## src/rtl/block_state_store_if.sv

```systemverilog
// Brick-hit request/acknowledge channel between the ball collision logic and the brick map.
interface block_state_store_if;
  logic       hit_valid;
  logic [3:0] hit_row;
  logic [3:0] hit_col;
  logic       hit_ready;
  logic       hit_ack;
  logic       hit_present;

  modport master (
    output hit_valid, hit_row, hit_col,
    input  hit_ready, hit_ack, hit_present
  );

  modport slave (
    input  hit_valid, hit_row, hit_col,
    output hit_ready, hit_ack, hit_present
  );
endinterface

```

## src/rtl/block_state_store.sv

```systemverilog
// Breakout brick presence map: row readout for the painter, hit clears, level refill, brick count.
module block_state_store #(
  parameter int unsigned BLOCKS_PER_ROW = 13,
  parameter int unsigned NUM_ROWS       = 16,
  parameter int unsigned COUNT_W        = 8
) (
  input  logic                      clk,
  input  logic                      nRst,
  input  logic                      new_frame,
  input  logic                      go_next_line,
  output logic [BLOCKS_PER_ROW-1:0] block_line_state,
  input  logic                      refill_req,
  output logic                      busy,
  output logic [COUNT_W-1:0]        blocks_left,
  output logic                      all_cleared,
  block_state_store_if.slave        hit
);

  localparam int unsigned ROW_W = 4;
  localparam logic [COUNT_W-1:0] TotalBlocks = COUNT_W'(BLOCKS_PER_ROW * NUM_ROWS);

  typedef enum logic [0:0] {StIdle, StFill} state_e;

  state_e                    state_q;
  logic [BLOCKS_PER_ROW-1:0] map_q [NUM_ROWS];
  logic [ROW_W-1:0]          read_row_q;
  logic [ROW_W-1:0]          fill_row_q;
  logic [COUNT_W-1:0]        blocks_left_q;
  logic                      hit_ack_q;
  logic                      hit_present_q;

  logic col_ok;
  logic hit_bit;
  logic accept;

  always_comb begin
    col_ok  = hit.hit_col < 4'(BLOCKS_PER_ROW);
    // Out-of-range columns are masked so they never read past the row width.
    hit_bit = col_ok & map_q[hit.hit_row][hit.hit_col];
    accept  = hit.hit_valid & hit.hit_ready;
  end

  assign hit.hit_ready    = (state_q == StIdle) && !refill_req;
  assign hit.hit_ack      = hit_ack_q;
  assign hit.hit_present  = hit_present_q;
  assign block_line_state = map_q[read_row_q];
  assign busy             = (state_q == StFill);
  assign blocks_left      = blocks_left_q;
  assign all_cleared      = (blocks_left_q == '0);

  always_ff @(posedge clk or negedge nRst) begin
    if (!nRst) begin
      state_q       <= StIdle;
      read_row_q    <= '0;
      fill_row_q    <= '0;
      blocks_left_q <= TotalBlocks;
      hit_ack_q     <= 1'b0;
      hit_present_q <= 1'b0;
      for (int r = 0; r < NUM_ROWS; r++) begin
        map_q[r] <= '1;
      end
    end else begin
      if (new_frame) begin
        read_row_q <= '0;
      end else if (go_next_line) begin
        read_row_q <= read_row_q + ROW_W'(1);
      end

      hit_ack_q <= 1'b0;

      unique case (state_q)
        StIdle: begin
          if (refill_req) begin
            state_q    <= StFill;
            fill_row_q <= '0;
          end else if (accept) begin
            hit_ack_q     <= 1'b1;
            hit_present_q <= hit_bit;
            if (hit_bit) begin
              map_q[hit.hit_row][hit.hit_col] <= 1'b0;
              blocks_left_q <= blocks_left_q - COUNT_W'(1);
            end
          end
        end
        StFill: begin
          map_q[fill_row_q] <= '1;
          fill_row_q        <= fill_row_q + ROW_W'(1);
          if (fill_row_q == ROW_W'(NUM_ROWS - 1)) begin
            state_q       <= StIdle;
            blocks_left_q <= TotalBlocks;
          end
        end
      endcase
    end
  end

endmodule
```

## src/flat_wrapper.sv

```systemverilog
// flat-port wrapper written by rule: the top's interface ports become plain ports
module block_state_store_flat 
#(
  parameter int unsigned BLOCKS_PER_ROW = 13,
  parameter int unsigned NUM_ROWS       = 16,
  parameter int unsigned COUNT_W        = 8
)
  (clk, nRst, new_frame, go_next_line, block_line_state, refill_req, busy, blocks_left, all_cleared, hit_hit_valid, hit_hit_row, hit_hit_col, hit_hit_ready, hit_hit_ack, hit_hit_present);
  block_state_store_if hit_i ();
  input  logic clk;
  input  logic nRst;
  input  logic new_frame;
  input  logic go_next_line;
  output logic [BLOCKS_PER_ROW-1:0] block_line_state;
  input  logic refill_req;
  output logic busy;
  output logic [COUNT_W-1:0] blocks_left;
  output logic all_cleared;
  input wire logic [$bits(hit_i.hit_valid)-1:0] hit_hit_valid;
  input wire logic [$bits(hit_i.hit_row)-1:0] hit_hit_row;
  input wire logic [$bits(hit_i.hit_col)-1:0] hit_hit_col;
  output wire logic [$bits(hit_i.hit_ready)-1:0] hit_hit_ready;
  output wire logic [$bits(hit_i.hit_ack)-1:0] hit_hit_ack;
  output wire logic [$bits(hit_i.hit_present)-1:0] hit_hit_present;
  assign hit_i.hit_valid = hit_hit_valid;
  assign hit_i.hit_row = hit_hit_row;
  assign hit_i.hit_col = hit_hit_col;
  assign hit_hit_ready = hit_i.hit_ready;
  assign hit_hit_ack = hit_i.hit_ack;
  assign hit_hit_present = hit_i.hit_present;
  block_state_store #(.BLOCKS_PER_ROW(BLOCKS_PER_ROW), .NUM_ROWS(NUM_ROWS), .COUNT_W(COUNT_W)) u_core (.clk(clk), .nRst(nRst), .new_frame(new_frame), .go_next_line(go_next_line), .block_line_state(block_line_state), .refill_req(refill_req), .busy(busy), .blocks_left(blocks_left), .all_cleared(all_cleared), .hit(hit_i));
endmodule
```

## config.mk

```make
export PLATFORM = sky130hd
export DESIGN_NAME = block_state_store_flat
export DESIGN_NICKNAME = d
export VERILOG_FILES = /design/src/rtl/block_state_store_if.sv /design/src/rtl/block_state_store.sv /design/src/flat_wrapper.sv
export SDC_FILE = /design/constraint.sdc
export NUM_CORES = 1
export LEC_CHECK = 0
export CAP_MARGIN = 40
export CORE_MARGIN = 2
export CORE_UTILIZATION = 60
export DETAILED_ROUTE_END_ITERATION = 8
export MAX_ROUTING_LAYER = met4
export PLACE_DENSITY = 0.9
export RECOVER_POWER = 50
export SLEW_MARGIN = 10
export SYNTH_ARGS = -nofsm -noshare
export SYNTH_HDL_FRONTEND = slang
export SYNTH_SLANG_ARGS = --single-unit
```

## constraint.sdc

```tcl
create_clock -name clk -period 4.25 [get_ports clk]
set_input_delay 0.85 -clock clk [delete_from_list [all_inputs] [get_ports clk]]
set_output_delay 0.85 -clock clk [all_outputs]
set_load 0.1 [all_outputs]
```

==> results.cfg <==
[layout]
num_antenna_cells = 0
n_fill_cell = 1322
syn_to_final_growth_pct = 13.6
drive_gt1_frac = 0.384
fin_nets = 1158
seq_area_um2 = 5950
multi_input_area_um2 = 6130

[route]
route.detailed.drc = 0
drt-vias-per-instance = 7.39
drt_iter0_markers = 2089
drt_pass1_iterations = 7
ant_nets = 0
drt_wl_total_um = 38800
wl_per_cell_um = 27.2
vias = 10500

[place]
place_congestion = 1.04
preCtsSetupSlack_ps = 147
hpwl_um = 26000
io_buffers = 39

[logic_synthesis]
synth-simple-area-share = 0.128
async_flop_share = 1.00
syn_nets = 1120
yosys-top-cells-area = dfstp_2 44%, mux4_2 20%, nor2_1 6.7%
syn_area_um2 = 12500
dominantRegCellSynth = dfstp_2
synth_cells = 1099
synthMuxAreaShare = 0.222
syn_area_per_cell_um2 = 11.3
synthXorXnorAreaFrac = 0.00422
synth_cell_type_count = 53
synth_top_area_frac = 0.445
yosysWarningCount = 0
synth_edf_count = 0
synth-adder-area-share = 0.00703
synth_compound_area_frac = 0.129
synth_top_cell_by_area = dfstp_2
ys_seq_elements = 227
yosysSeqAreaShare = 0.477
synth_top_family_by_area = multiplexers

[global_route]
antenna_found_initial = 0
grt_max_degree = 67
grt-ovfl-total = 0
grt_pass1_wl_um = 59200
grt_use_total = 0.364
grt_pass1_vias = 10200

[sta]
setup_tns_ps = 0
hold_viol = 0
worst_pin_slew_ps = 2850
final-setup-viol-count = 0
fin_crit_ps = 3860
slew_headroom = -0.903
rsz0062_at_grt = false
skew_ps = 17.7
final.setup.worst_slack_ps = 389
fmax_ghz = 0.259
fin_crit_sh = 0.909
drv_slew = 53

[floorplanning]
die_h_um = 148
dieArea_um2 = 21900
coreArea_um2 = 20300
ios = 40
num_rows = 52
start_util = 0.614
die_x_um = 148

[critical_path]
crit_path_top_delay_cell = dfrtp_4
reg2reg_slack_ps = 1330
path_cells = buf_4, mux4_2, mux4_2, buf_4
rr_startpoint = u_core.map_q[29]
cpPeakStageDelay_ps = 760
start_kind = flip-flop
critPathArrivalTime_ps = 3010
r2r_end = u_core.blocks_left[1]
crit_type = flip-flop to output pin
critPathCaptureType = output pin
required_ps = 3400
crit_fanout = 23
reg2reg_depth = 9

[power]
p_per_area_nw_per_um2 = 518
peakVddDrop_mv = 0.365
leakagePower_nw = 4.99

[clocking]
cts_inserted_buffers = 25
htree_levels = 1
cts.sinks = 227
cts-root-buf = clkbuf_16
clkSlewWorstSetupHoldPaths_ps = 60
cts_resized = 0
max-clock-path-buffers = 3
hold_buffers = 0
cts_tree = built
post-cts-setup-buffers = 0
insertion_delay_ps = 530

[worst_hold_path]
hold_start = u_core.hit.hit_present
holdPathEnd = u_core.hit.hit_present
holdPathStages = 2
hold_class = flip-flop to flip-flop

[status]
outcome = finished, violations left
violations = capacitance limit, slew limit

[job]
cap_violations = 1
[final cells by class]
class	count	share of cell area
multi-input cells	777	0.433
flip-flops and latches	227	0.420
repair buffers	96	0.0628
clock buffers	35	0.0504
well taps	270	0.0239
clock inverters	9	0.00698
inverters	10	0.00265
[cells in the mapped netlist, types with 11 or more instances]
library cell and number:
a31oi_1 14, a21oi_1 150, nand2_1 60, and3_1 11, clkbuf_1 53, nor2_1 221
dfrtp_1 16, dfstp_2 211, o22a_1 53, mux4_2 109, nand3_1 15, mux2i_1 29
buf_2 15
[cells in the final DEF, fill, tap and decap left out, drive strengths merged, types with 3 or more instances in the layout]
cell type and n:
a211oi 3, a21oi 150, a22oi 9, a31oi 14, and2 10, and3 11, buf 69, clkbuf 42
clkdlybuf4s50 19, clkinv 7, dfrtp 16, dfstp 211, ha 7, inv 10, mux2i 29, mux4 109
nand2 60, nand2b 8, nand3 15, nand4 3, nor2 222, nor2b 7, nor3 9, nor3b 4
nor4 3, o211ai 5, o21ai 6, o22a 53, o31ai 4, or3 10, or4 3, xnor2 3
xor2 3
[cells by family (layout without fill, tap and decap cells)]
group | Yosys count | after routing
and+or+nand+nor | 370 | 370
AOI/OAI and AO/OA | 254 | 254
DFF | 227 | 227
muxes | 140 | 140
buffers and inverters | 95 | 150
adders and majority gates | 7 | 7
xor gates and xnor gates | 6 | 6
[per-layer routing]
metal	up-vias	part of all wire	global-route usage
li1	4144	-	-
met2	942	0.46	0.558
met4	0	0.061	0.144
met3	275	0.13	0.0939
met1	5165	0.34	0.473
met5	-	0	-
[power by group]
part           internal, W  switching (W)
combinational     0.000826        0.00130
clock              0.00129       0.000885
sequential         0.00269       0.000355
total              0.00480        0.00254
[worst max-delay path by stage]
| stage | start | to | cells after the start |
|---|---|---|---|
| after detailed placement | hit_hit_row[0] | u_core.blocks_left[1] | 10 |
| after global routing | nRst | u_core.map_q[159] | 2 |
| final | u_core.read_row_q[0] | block_line_state[8] | 4 |
| after global placement | hit_hit_row[0] | u_core.map_q[83] | 10 |
| after CTS | u_core.read_row_q[0] | block_line_state[8] | 4 |
| after floorplan | u_core.busy | u_core.map_q[119] | 8 |
[flip-flops by register name, summed over array words and instances, names as in the netlist]
name                    count
u_core.map_q              208
u_core.fill_row_q           4
u_core.hit.hit_ack          1
u_core.read_row_q           4
u_core.busy                 1
u_core.hit.hit_present      1
u_core.blocks_left          8
[stage by stage]
step,power (W),util,hold WS (ps),instances,area [µm²]
2_1_floorplan,0.00439,-,449,1099,12500
3_3_place_gp,0.00491,0.649,471,1366,13200
3_5_place_dp,0.00512,0.659,470,1379,13400
4_1_cts,0.00729,0.699,295,1423,14200
5_1_grt,0.00753,0.697,505,1424,14200
6_report,0.00734,0.697,488,1424,14200
[worst max-delay path, delay by kind of cell, from the launching register on]
kind,cells,cell delay [ps]
muxes,2,1130
DFF,1,760
buffers and inverters,2,600
(Power assumes the default switching activity.)
